## src/rtl/jt6295_romfetch.sv

```systemverilog
// Byte fetch for the jt6295 ROM port, served from a shared 32-bit SDRAM.
// A single 4-byte line is cached, and its tag includes the bank select.
module jt6295_romfetch #(
  parameter int              AW     = 22,
  parameter logic [AW-1:0]   OFFSET = '0
) (
  input  logic          clk,
  input  logic          rst_n,
  input  logic [1:0]    bank,
  input  logic [17:0]   addr,
  output logic [7:0]    data,
  output logic          ok,
  output logic [AW-1:0] sdram_addr,
  output logic          sdram_req,
  input  logic          sdram_ack,
  input  logic          sdram_dst,
  input  logic [31:0]   sdram_din
);

  localparam logic [1:0] IDLE = 2'd0;
  localparam logic [1:0] REQ  = 2'd1;
  localparam logic [1:0] WAIT = 2'd2;

  logic [1:0]  state_reg;
  logic        valid_reg;
  logic [17:0] tag_reg;
  logic [17:0] req_tag_reg;
  logic [31:0] line_reg;

  logic [17:0] cur_tag;
  logic        hit;
  logic        fill;

  assign cur_tag = {bank, addr[17:2]};
  assign hit     = valid_reg && (tag_reg == cur_tag);
  assign ok      = hit;
  assign data    = line_reg[{addr[1:0], 3'b000} +: 8];

  // A strobe that coincides with the ack carries the data as well.
  assign fill = sdram_dst && (((state_reg == REQ) && sdram_ack) || (state_reg == WAIT));

  always_ff @(posedge clk or negedge rst_n) begin
    if (!rst_n) begin
      state_reg   <= IDLE;
      valid_reg   <= 1'b0;
      tag_reg     <= '0;
      req_tag_reg <= '0;
      line_reg    <= '0;
      sdram_addr  <= '0;
      sdram_req   <= 1'b0;
    end else begin
      if (fill) begin
        line_reg  <= sdram_din;
        tag_reg   <= req_tag_reg;
        valid_reg <= 1'b1;
      end
      case (state_reg)
        IDLE: begin
          if (!hit) begin
            req_tag_reg <= cur_tag;
            sdram_addr  <= AW'(cur_tag) + OFFSET;
            sdram_req   <= 1'b1;
            state_reg   <= REQ;
          end
        end
        REQ: begin
          if (sdram_ack) begin
            sdram_req <= 1'b0;
            state_reg <= sdram_dst ? IDLE : WAIT;
          end
        end
        WAIT: begin
          if (sdram_dst) state_reg <= IDLE;
        end
        default: state_reg <= IDLE;
      endcase
    end
  end

endmodule

```

## config.mk

```make
export PLATFORM = sky130hd
export DESIGN_NAME = jt6295_romfetch
export DESIGN_NICKNAME = d
export VERILOG_FILES = /design/src/rtl/jt6295_romfetch.sv
export SDC_FILE = /design/constraint.sdc
export NUM_CORES = 1
export LEC_CHECK = 0
export BUFFER_PORTS_ARGS = -buffer_cell sky130_fd_sc_hd__buf_2
export CAP_MARGIN = 20
export CORE_MARGIN = 4
export CORE_UTILIZATION = 56
export CTS_CLUSTER_SIZE = 30
export DETAILED_ROUTE_END_ITERATION = 10
export GPL_ROUTABILITY_DRIVEN = 0
export PLACE_DENSITY = 0.85
export SLEW_MARGIN = 20
export SYNTH_ARGS = -nofsm -noshare
export SYNTH_HDL_FRONTEND = slang
export SYNTH_SLANG_ARGS = --single-unit
```

## constraint.sdc

```tcl
create_clock -name clk -period 4.35 [get_ports clk]
set_clock_uncertainty 0.1 [all_clocks]
set_input_delay 0.6525 -clock clk [delete_from_list [all_inputs] [get_ports clk]]
set_output_delay 0.6525 -clock clk [all_outputs]
set_load 0.05 [all_outputs]
```

Yosys cells after proc, flatten, opt, wreduce, memory -nomap -nowiden. Index checks and enable logic that the tools add are counted.

Bits in registers: 72. Latch bits: 0. RAM bits: 0. ROM bits: 0. Memories kept: 0.

Add/sub/neg operators: 0. Multipliers: 0. Div/mod/pow operators: 0. Magnitude comparators: 0. Equality and inequality tests: 6. Shifts and indexed selects: 1. Mux-type cells: 8. Bitwise logic cells: 1. Reduce and logical (&&, ||, !) cells: 9.

Operators with widths (number): variable part select 32 x 6 -> 8 bit (1); equality test 18 bit (1); 2-to-1 mux 2 bit (4); != test 2 bit, second input constant (3); case mux 2 bit (3 select lines) (1); AND reduction 3 bit (2); logical AND 1 bit (3); equality test 2 x 1 -> 1 bit, second input constant (1); equality test 2 bit, second input constant (1); zero test 2 bit (1); 2-to-1 mux 1 bit (2); case mux 1 bit (2 select lines) (1); AND reduction 2 bit (1); nonzero test 2 bit (1); logical OR 1 bit (1); inverter 1 bit (1).

Longest topological paths before layout. Gate-level depths: netlist (run 1).

Word-level depth: 4. Mapped depth: 6. Depth with buffers taken out: 5.

Least setup slack after synthesis (run 1). OpenSTA, ideal clock, no wires.

Kind: input to output. From: input addr[5]. To: output ok. Arrival time: 2.965 ns. Setup slack: 0.632 ns. Cell stages on the path: 4. Buffers on the path: 0. Cell sequence: xnor2_1 -> nand4_1 -> or4_4 -> nor4_1.

Word-level cells in the longest chain between the ends: 2.

RTL lines: from (decl) (line 10) `input logic [17:0] addr,`; equality test 18 bit (line 35) `assign hit = valid_reg && (tag_reg == cur_tag);`; logical AND 1 bit (line 35); to (decl) (line 12) `output logic ok,`.

No other way between the ends.

Worst setup path in the final report (run 1).
From: input addr[13]. To: output ok.

Same word-level chain as after synthesis.

==> results of run 1 <==
-- power by group through the flow --
stage	Sequential [uW]	Combinational [uW]	Clock [uW]
6_report	1050	870	571
5_1_grt	1080	933	617
4_1_cts	1060	884	586
3_5_place_dp	1070	881	0
3_3_place_gp	1050	860	0
2_1_floorplan	1210	523	0
-- worst register-to-register path, stage by stage (launching register included) --
cell and delay, ps:
dfrtp_1 400, xnor2_1 150, nand4_1 160, or4_4 570, o41ai_4 280, buf_4 320, mux2_2 380
-- final cells by class --
cell class / instances / share of cell area, %
Clock inverter: 3 / 1.711
Multi-Input combinational cell: 116 / 32.91
Tap cell: 70 / 2.303
Inverter: 1 / 0.09872
Sequential cell: 72 / 47.38
Clock buffer: 12 / 4.080
Timing Repair Buffer: 86 / 11.52
-- stage by stage --
| stage | hold slack [ps] | worst slack (ps) | cell area [um^2] |
|---|---|---|---|
| finish | 300.7 | 1382 | 3802 |
| global route | 361.9 | 1251 | 3802 |
| detailed placement | 378.9 | 1365 | 3582 |
| global placement | 366.1 | 1375 | 3582 |
| floorplan | 256.9 | 632.3 | 3122 |
| CTS | 313.8 | 1365 | 3802 |
-- kinds of logic (layout without fill, tap and decap cells) --
logic type	after synthesis	after routing
buffers and inverters	13	102
xor gates and xnor gates	18	18
DFF	72	72
and+or+nand+nor	14	14
muxes	77	77
AOI/OAI and AO/OA	3	3
other	1	4
-- routing by layer --
metal	global-route usage, %	up-vias	wire, um
li1	-	884	-
met4	8.497	0	87
met2	29.97	40	2986
met5	0	-	0
met1	24.29	916	2344
met3	4.772	9	268
-- Yosys cell counts --
| library cell | count |
|---|---|
| conb_1 | 1 |
| o41ai_4 | 1 |
| nand4_1 | 4 |
| xor2_1 | 3 |
| mux2_2 | 67 |
| xnor2_1 | 15 |
| mux2i_1 | 1 |
| nor4_1 | 1 |
| nor2_1 | 1 |
| nor2b_1 | 1 |
| nand2_1 | 3 |
| buf_1 | 6 |
| clkbuf_1 | 1 |
| or4_4 | 1 |
| mux2_1 | 1 |
| a21oi_1 | 1 |
| buf_6 | 1 |
| o21ai_0 | 1 |
| buf_4 | 4 |
| inv_1 | 1 |
| nand2b_1 | 3 |
| mux4_2 | 8 |
| dfrtp_1 | 72 |
-- path summary, 6_finish.rpt --
kind,startpoint,to,slack (ps)
setup / recovery,addr[13],ok,1380
hold / removal,rst_n,req_tag_reg[1],300
setup reg to reg,tag_reg[11],req_tag_reg[11],1890
hold reg to reg,valid_reg,valid_reg,400
max in group asynchronous,rst_n,line_reg[20],2890
min in group clk,valid_reg,valid_reg,400
==> impl_metrics.ini, run 1 <==
[logic_synthesis]
synth_area_per_cell_um2 = 15.71
synth-simple-area-share_pct = 2.655
synthCells = 198
synth.area.top_cells = dfrtp_1 (58%), mux2_2 (24%), mux4_2 (5.8%)
yosys-mux-area-fraction_pct = 30.73
synth-seq-cells = 72
synth_top_family_by_area = multiplexers
synth.top_cell.area_share_pct = 57.92
synth_compound_area_share_pct = 1.207
synthAdderAreaFrac_pct = 0
syn_area_mm2 = 0.003110
synth_cell_type_count = 23
synthXorXnorAreaFrac_pct = 5.068
yosys_warnings = 0
yosysSeqAreaShare_pct = 57.92
synth_largest_area_cell = dfrtp_1

[routing]
drc_errors = 0
vias = 1849
wl_per_cell_um = 15.80
ant_nets = 0
viasPerCell = 5.136
wl_mm = 5.687
drt_iter0_markers = 88
drt_pass1_iterations = 4

[timing]
period_share_pct = 68.24
tns_ps = 0
max_slew_margin_pct = 47.37
fmax_mhz = 336.9
hold_viol_final = 0
period_minus_slack_ps = 2968
max_slew.worst_pin.slew_ps = 789.5
slew_violations = 0
rsz0062_at_grt = no
setup_viol = 0

[worst_setup_path]
worst_path_largest_cell_delay_ps = 570
end_kind = output port
crit_type = in2out
critPathBufInv = 2
path_cells = buf_2 -> xnor2_1 -> nand4_1 -> or4_4 -> nor4_1 -> buf_2
critPathTopFamily = simple AND/OR/NAND/NOR gates
cp_slowest_cell = or4_4
startpoint_type = input port
critical_path_cell_count = 6
arrival_ps = 2220
r2r_cells = 6
required_ps = 3600
critPathMaxFanout = 2
crit_top_cell = buf_2

[clock_tree]
cts_made_buffers = 9
cts.sinks = 72
hold_buffers = 0
clkTransAtPathRegs_ps = 70
h-tree-depth = 3
cts_resized = 0
cts_buffer_depth = 2
cts-root-buf = clkbuf_8
cts_setup_buffers = 0
cts_tree = yes
worstSkewPairLatency_ps = 330

[die]
dieArea_mm2 = 0.006811
die_w_um = 82.53
rows = 26
io_pins = 88
die_y_um = 82.53
core-area_mm2 = 0.005238
start_util_pct = 59.39

[power]
seqPwrFrac_pct = 42.2
p_per_area_mw_per_mm2 = 656.0
power.share.switching_pct = 34.62
p_leak_uw = 0.001734
switching_power_uw = 863.6
share_comb_of_total_power_pct = 34.9
vdd_ir_drop_max_uv = 427.8
internal_power_uw = 1631
power.share.clock_pct = 22.9
p_total_uw = 2494

[global_route]
antenna_found_initial = 0
grt_pass1_vias = 1926
grtUsageTotal_pct = 18.79
grt_max_degree = 38
overflow = 0
grt_pass1_wl_mm = 9.246

[placed_design]
portBuffers = 83
dp.cells = 345
place_hpwl_mm = 4.217

[final_layout]
num-fill-cells = 382
fin_nets = 342
layout_common_cells = buf_2 (83), dfrtp_1 (72), mux2_2 (67)
largest_reg_flops = 32
fin_cells = 360
layout.area.seq_mm2 = 0.001802
final_util_pct = 72.60
syn_to_final_growth_pct = 22.24
final_common_cell = buf_2
drive_gt1_share_pct = 61.38
antenna_cells = 0
multi_input_area_mm2 = 0.001251

[worst_hold_path]
hold_class = in2async

[flow_run]
cap_violations = 0

[status]
status = finished, final reports clean
(Power assumes the default switching activity.)
==> run 2: changes to the inputs <==
Settings changed: CORE_UTILIZATION 56 to 47, PLACE_DENSITY 0.85 to 0.76.
Clock period 4.35 ns to 2.5 ns, I/O delays scaled along.
==> run 2 against run 1 <==
Compared with the run above: the run now ends with negative setup slack left; clock power up 110%; worst setup slack worse by 1400 ps; critical path depth down 1; first-iteration DRC count down 41%; sequential share of layout area down 1.6 points; die area up 17%; clock-buffer cell count down 1; cell count up 3.1%; via count up 1.8%; highest routed layer unchanged.
==> impl_metrics.ini, run 2 (same netlist as run 1, synthesis figures left out) <==
[final_layout]
antenna_cells = 0
fin_area_mm2 = 0.003939
fin_nets = 345
layout_common_cells = buf_2 (82), dfrtp_1 (72), mux2_2 (67)
num-fill-cells = 520
final_util_pct = 61.68
syn_to_final_growth_pct = 26.63
drive_gt1_share_pct = 62.24
largest_reg_flops = 32
final_common_cell = buf_2

[clock_tree]
worstSkewPairLatency_ps = 340
cts_made_buffers = 9
cts-root-buf = clkbuf_8
cts_buffer_depth = 2
clkTransAtPathRegs_ps = 70
cts.sinks = 72
cts_tree = yes
h-tree-depth = 3

[timing]
whs_ps = 118.8
slew_violations = 0
fmax_mhz = 399.1
period_minus_slack_ps = 2506
period_share_pct = 100.2
timing.final.ws_setup_ps = -5.584
max_slew_margin_pct = 64.93
setup_viol = 1
max_slew.worst_pin.slew_ps = 524.3
rsz0062_at_grt = yes
hold_viol_final = 0

[power]
p_leak_uw = 0.001783
p_per_area_mw_per_mm2 = 1167
vdd_ir_drop_max_uv = 575.2

[routing]
ant_nets = 0
viasPerCell = 5.073
drt_iter0_markers = 52
wl_mm = 5.907
drc_errors = 0
wl_per_cell_um = 15.92
drt_pass1_iterations = 3
vias = 1882

[global_route]
grtUsageTotal_pct = 16.13
grt_pass1_vias = 2028
overflow = 0
grt_max_degree = 52
antenna_found_initial = 0
grt_pass1_wl_mm = 9.680

[worst_setup_path]
startpoint_type = flop
worst_path_largest_cell_delay_ps = 580
critPathTopFamily = simple AND/OR/NAND/NOR gates
crit_type = reg2out
critPathBufInv = 1
cp_slowest_cell = or4_4
path_cells = xnor2_1 -> nand4_1 -> or4_4 -> nor4_4 -> buf_6
critPathMaxFanout = 2
required_ps = 2030
arrival_ps = 2030
end_kind = output port

[placed_design]
place_hpwl_mm = 4.318
place_area_mm2 = 0.003646
portBuffers = 83

[flow_run]
cap_violations = 0

[die]
die_y_um = 89.35
dieArea_mm2 = 0.007983
io_pins = 88
core-area_mm2 = 0.006386
die_w_um = 89.35
rows = 29
start_util_pct = 48.71

[status]
status = complete, but fails checks
violations = negative setup slack

[worst_hold_path]
hold_class = in2reg
==> run 2: cell count changes in the layout (fill, tap and decap cells not counted) <==
cell           before  now
buf_12              0    2
clkinv_2            1    0
clkbuf_8           11   10
xnor2_2             0    1
xnor2_1            15   14
nor4_1              1    0
nor4_4              0    1
buf_6               0    1
clkinvlp_4          0    1
buf_2              83   82
dlygate4sd3_1       0    1
bufinv_16           2    4
==> run 2: timing repair <==
action / CTS / global route
endpoints found under the hold margin: 21 / 0
gates resized for setup: 3 / 0
setup buffers: 0 / 0
setup endpoints to repair: 1 / 1
hold buffers: 1 / 0
==> run 2: per-layer routing <==
metal  vias up  global-route usage [%]  wire length (um)
met5         -                       0                 0
met4         0                   7.307               124
met3        10                   3.226               260
met2        44                   25.59              2969
met1       940                   21.45              2552
li1        888                       -                 -
==> run 2: path summary, 6_finish.rpt <==
| kind | from | end | slack (ps) | depth (start not counted) |
|---|---|---|---|---|
| max | tag_reg[8] | ok | -6 | 5 |
| max in group asynchronous | rst_n | line_reg[18] | 1200 | 3 |
| min | sdram_dst | state_reg[1] | 120 | 2 |
| max reg2reg | tag_reg[8] | req_tag_reg[5] | 170 | 6 |
| min in group asynchronous | rst_n | req_tag_reg[1] | 450 | 2 |
| min reg2reg | valid_reg | valid_reg | 400 | 1 |
==> run 2: cell type report <==
type	instances	area (um^2)	area share, %
well taps	77	96.34	2.446
flip-flops and latches	72	1802	45.74
multi-input cells	116	1274	32.34
clock buffers	11	141.4	3.590
clock inverters	5	127.6	3.240
repair buffers	89	494.2	12.55
inverters	1	3.754	0.09530
==> run 2: worst register-to-register path, cell delays in order (launching register included) <==
cell,delay [ps]
dfrtp_1,390
xnor2_1,150
nand4_1,140
or4_4,580
o41ai_4,300
buf_12,210
mux2_2,350
==> run 2: metrics by stage <==
step                TNS [ps]  total power [uW]  setup WS [ps]  instances
CTS                   -66.15              4658         -66.15        371
detailed placement         0              3422          17.69        354
floorplan                  0              3029          67.06        201
global route          -126.6              4844         -126.6        371
finish                -5.584              4596         -5.584        371
global placement           0              3368          28.56        354
==> run 2: report_power, final <==
part	leakage, uW	switching (uW)	internal, uW
Combinational	0.000811	891	667
Clock	0.000130	421	792
Sequential	0.000842	244	1580
==> run 3: changes to the inputs <==
Settings changed: RECOVER_POWER set to 25.
==> run 3 against run 2 <==
Compared with the run above: the flow still finishes with violations (negative setup slack); final area decreased by 0.48%; combinational power about the same; first-iteration DRC count fell by 3.8%; worst setup slack got worse by 0.90 ps; critical path type unchanged.
==> impl_metrics.ini, run 3 (same netlist as run 1, synthesis figures left out) <==
[routing]
wl_met2_mm = 2.970
wl_mm = 5.907
viasPerCell = 5.065
dr.max_layer_used = met4
ant_nets = 0
wl_per_cell_um = 15.92
m1WireLength_mm = 2.551
drt_iter0_markers = 50
drt_pass1_iterations = 3
drc_errors = 0
wl_met3_um = 261
vias = 1879

[die]
rows = 29
io_pins = 88
dieArea_mm2 = 0.007983
core-area_mm2 = 0.006386
die_y_um = 89.35
start_util_pct = 48.71
die_w_um = 89.35

[timing]
fmax_mhz = 399.0
period_minus_slack_ps = 2506
hold_viol_final = 0
max_slew_margin_pct = 20.80
period_share_pct = 100.3
rsz0062_at_grt = yes
slew_violations = 0
max_slew.worst_pin.slew_ps = 1188
setup_viol = 1
timing.final.ws_setup_ps = -6.485
tns_ps = -6.485

[status]
violations = negative setup slack
status = complete, but fails checks

[placed_design]
dp_slack_ps = 17.69
portBuffers = 83
place_hpwl_mm = 4.318

[power]
seqPwrFrac_pct = 39.8
power.share.switching_pct = 33.87
p_leak_uw = 0.001770
switching_power_uw = 1555
p_per_area_mw_per_mm2 = 1171
internal_power_uw = 3036
share_comb_of_total_power_pct = 33.8
power.share.clock_pct = 26.4
vdd_ir_drop_max_uv = 574.4

[clock_tree]
h-tree-depth = 3
clkTransAtPathRegs_ps = 70
cts_buffer_depth = 2
cts_tree = yes
cts_made_buffers = 9
worstSkewPairLatency_ps = 340
cts.sinks = 72
cts-root-buf = clkbuf_8

[global_route]
overflow = 0
grt_pass1_wl_mm = 9.680
grtUsageTotal_pct = 16.13
antenna_found_initial = 0
grt_pass1_vias = 2028
grt_max_degree = 52

[worst_setup_path]
arrival_ps = 2030
reg2reg_slack_ps = 170
r2r-start = tag_reg[8]
startpoint_type = flop
crit_type = reg2out
r2r_cells = 6
crit_start = tag_reg[8]
end_kind = output port
rr_endpoint = req_tag_reg[5]
critPathMaxFanout = 2
critical_path.endpoint = ok
required_ps = 2030

[worst_hold_path]
hold_class = in2reg
hold_depth = 2

[final_layout]
layout_common_cells = buf_2 (80), dfrtp_1 (72), mux2_2 (67)
antenna_cells = 0
largest_reg_flops = 32
fin_nets = 345
drive_gt1_share_pct = 61.22
final_common_cell = buf_2
syn_to_final_growth_pct = 26.03

[flow_run]
cap_violations = 0
## run 3: how the worst min path moves through the flow
stage / end / from / slack, ps
after floorplan: line_reg[0] / rst_n / -20
after global placement: req_tag_reg[13] / rst_n / 270
after detailed placement: req_tag_reg[13] / rst_n / 280
after CTS: state_reg[1] / sdram_dst / 100
after global routing: state_reg[1] / sdram_dst / 110
final: state_reg[1] / sdram_dst / 120
## run 3: metal layers
metal | up-vias | global-route usage (%)
li1 | 885 | -
met1 | 940 | 21.45
met2 | 44 | 25.59
met3 | 10 | 3.226
met4 | 0 | 7.307
met5 | - | 0
## run 3: critical path, stage by stage, from the launching register on
cell and delay, ps:
dfrtp_1 390, xnor2_1 150, nand4_1 140, or4_4 580, nor4_4 230, buf_6 210
## run 3: metrics by stage
step / instance area (um^2) / utilization [%] / std cells / power, uW / hold slack, ps
finish: 3920 / 61.38 / 371 / 4591 / 118.8
global route: 3920 / 61.38 / 371 / 4839 / 114.2
CTS: 3939 / 61.68 / 371 / 4658 / 100.0
detailed placement: 3646 / 57.09 / 354 / 3422 / 282.3
global placement: 3646 / 57.09 / 354 / 3368 / 268.7
floorplan: 3137 / - / 201 / 3029 / -20.59
## run 3: cell type report
cell class	count	area, um^2
inverter	1	3.754
timing repair buffer	89	475.5
multi-input combinational	116	1274
clock inverter	5	127.6
sequential	72	1802
tap	77	96.34
clock buffer	11	141.4
fill	524	2466
## run 3: what timing repair did
item	in CTS	in global routing
hold buffers	1	0
buffers inserted	0	0
gates resized for setup	3	0
endpoints found under the hold margin	21	0
setup endpoints to repair	1	1
## run 3: power by group through the flow
| stage | Combinational, uW | Sequential (uW) | Clock (uW) |
|---|---|---|---|
| detailed placement | 1570 | 1850 | 0 |
| global placement | 1540 | 1830 | 0 |
| floorplan | 925 | 2100 | 0 |
| global route | 1660 | 1880 | 1300 |
| CTS | 1580 | 1830 | 1240 |
| finish | 1550 | 1830 | 1210 |
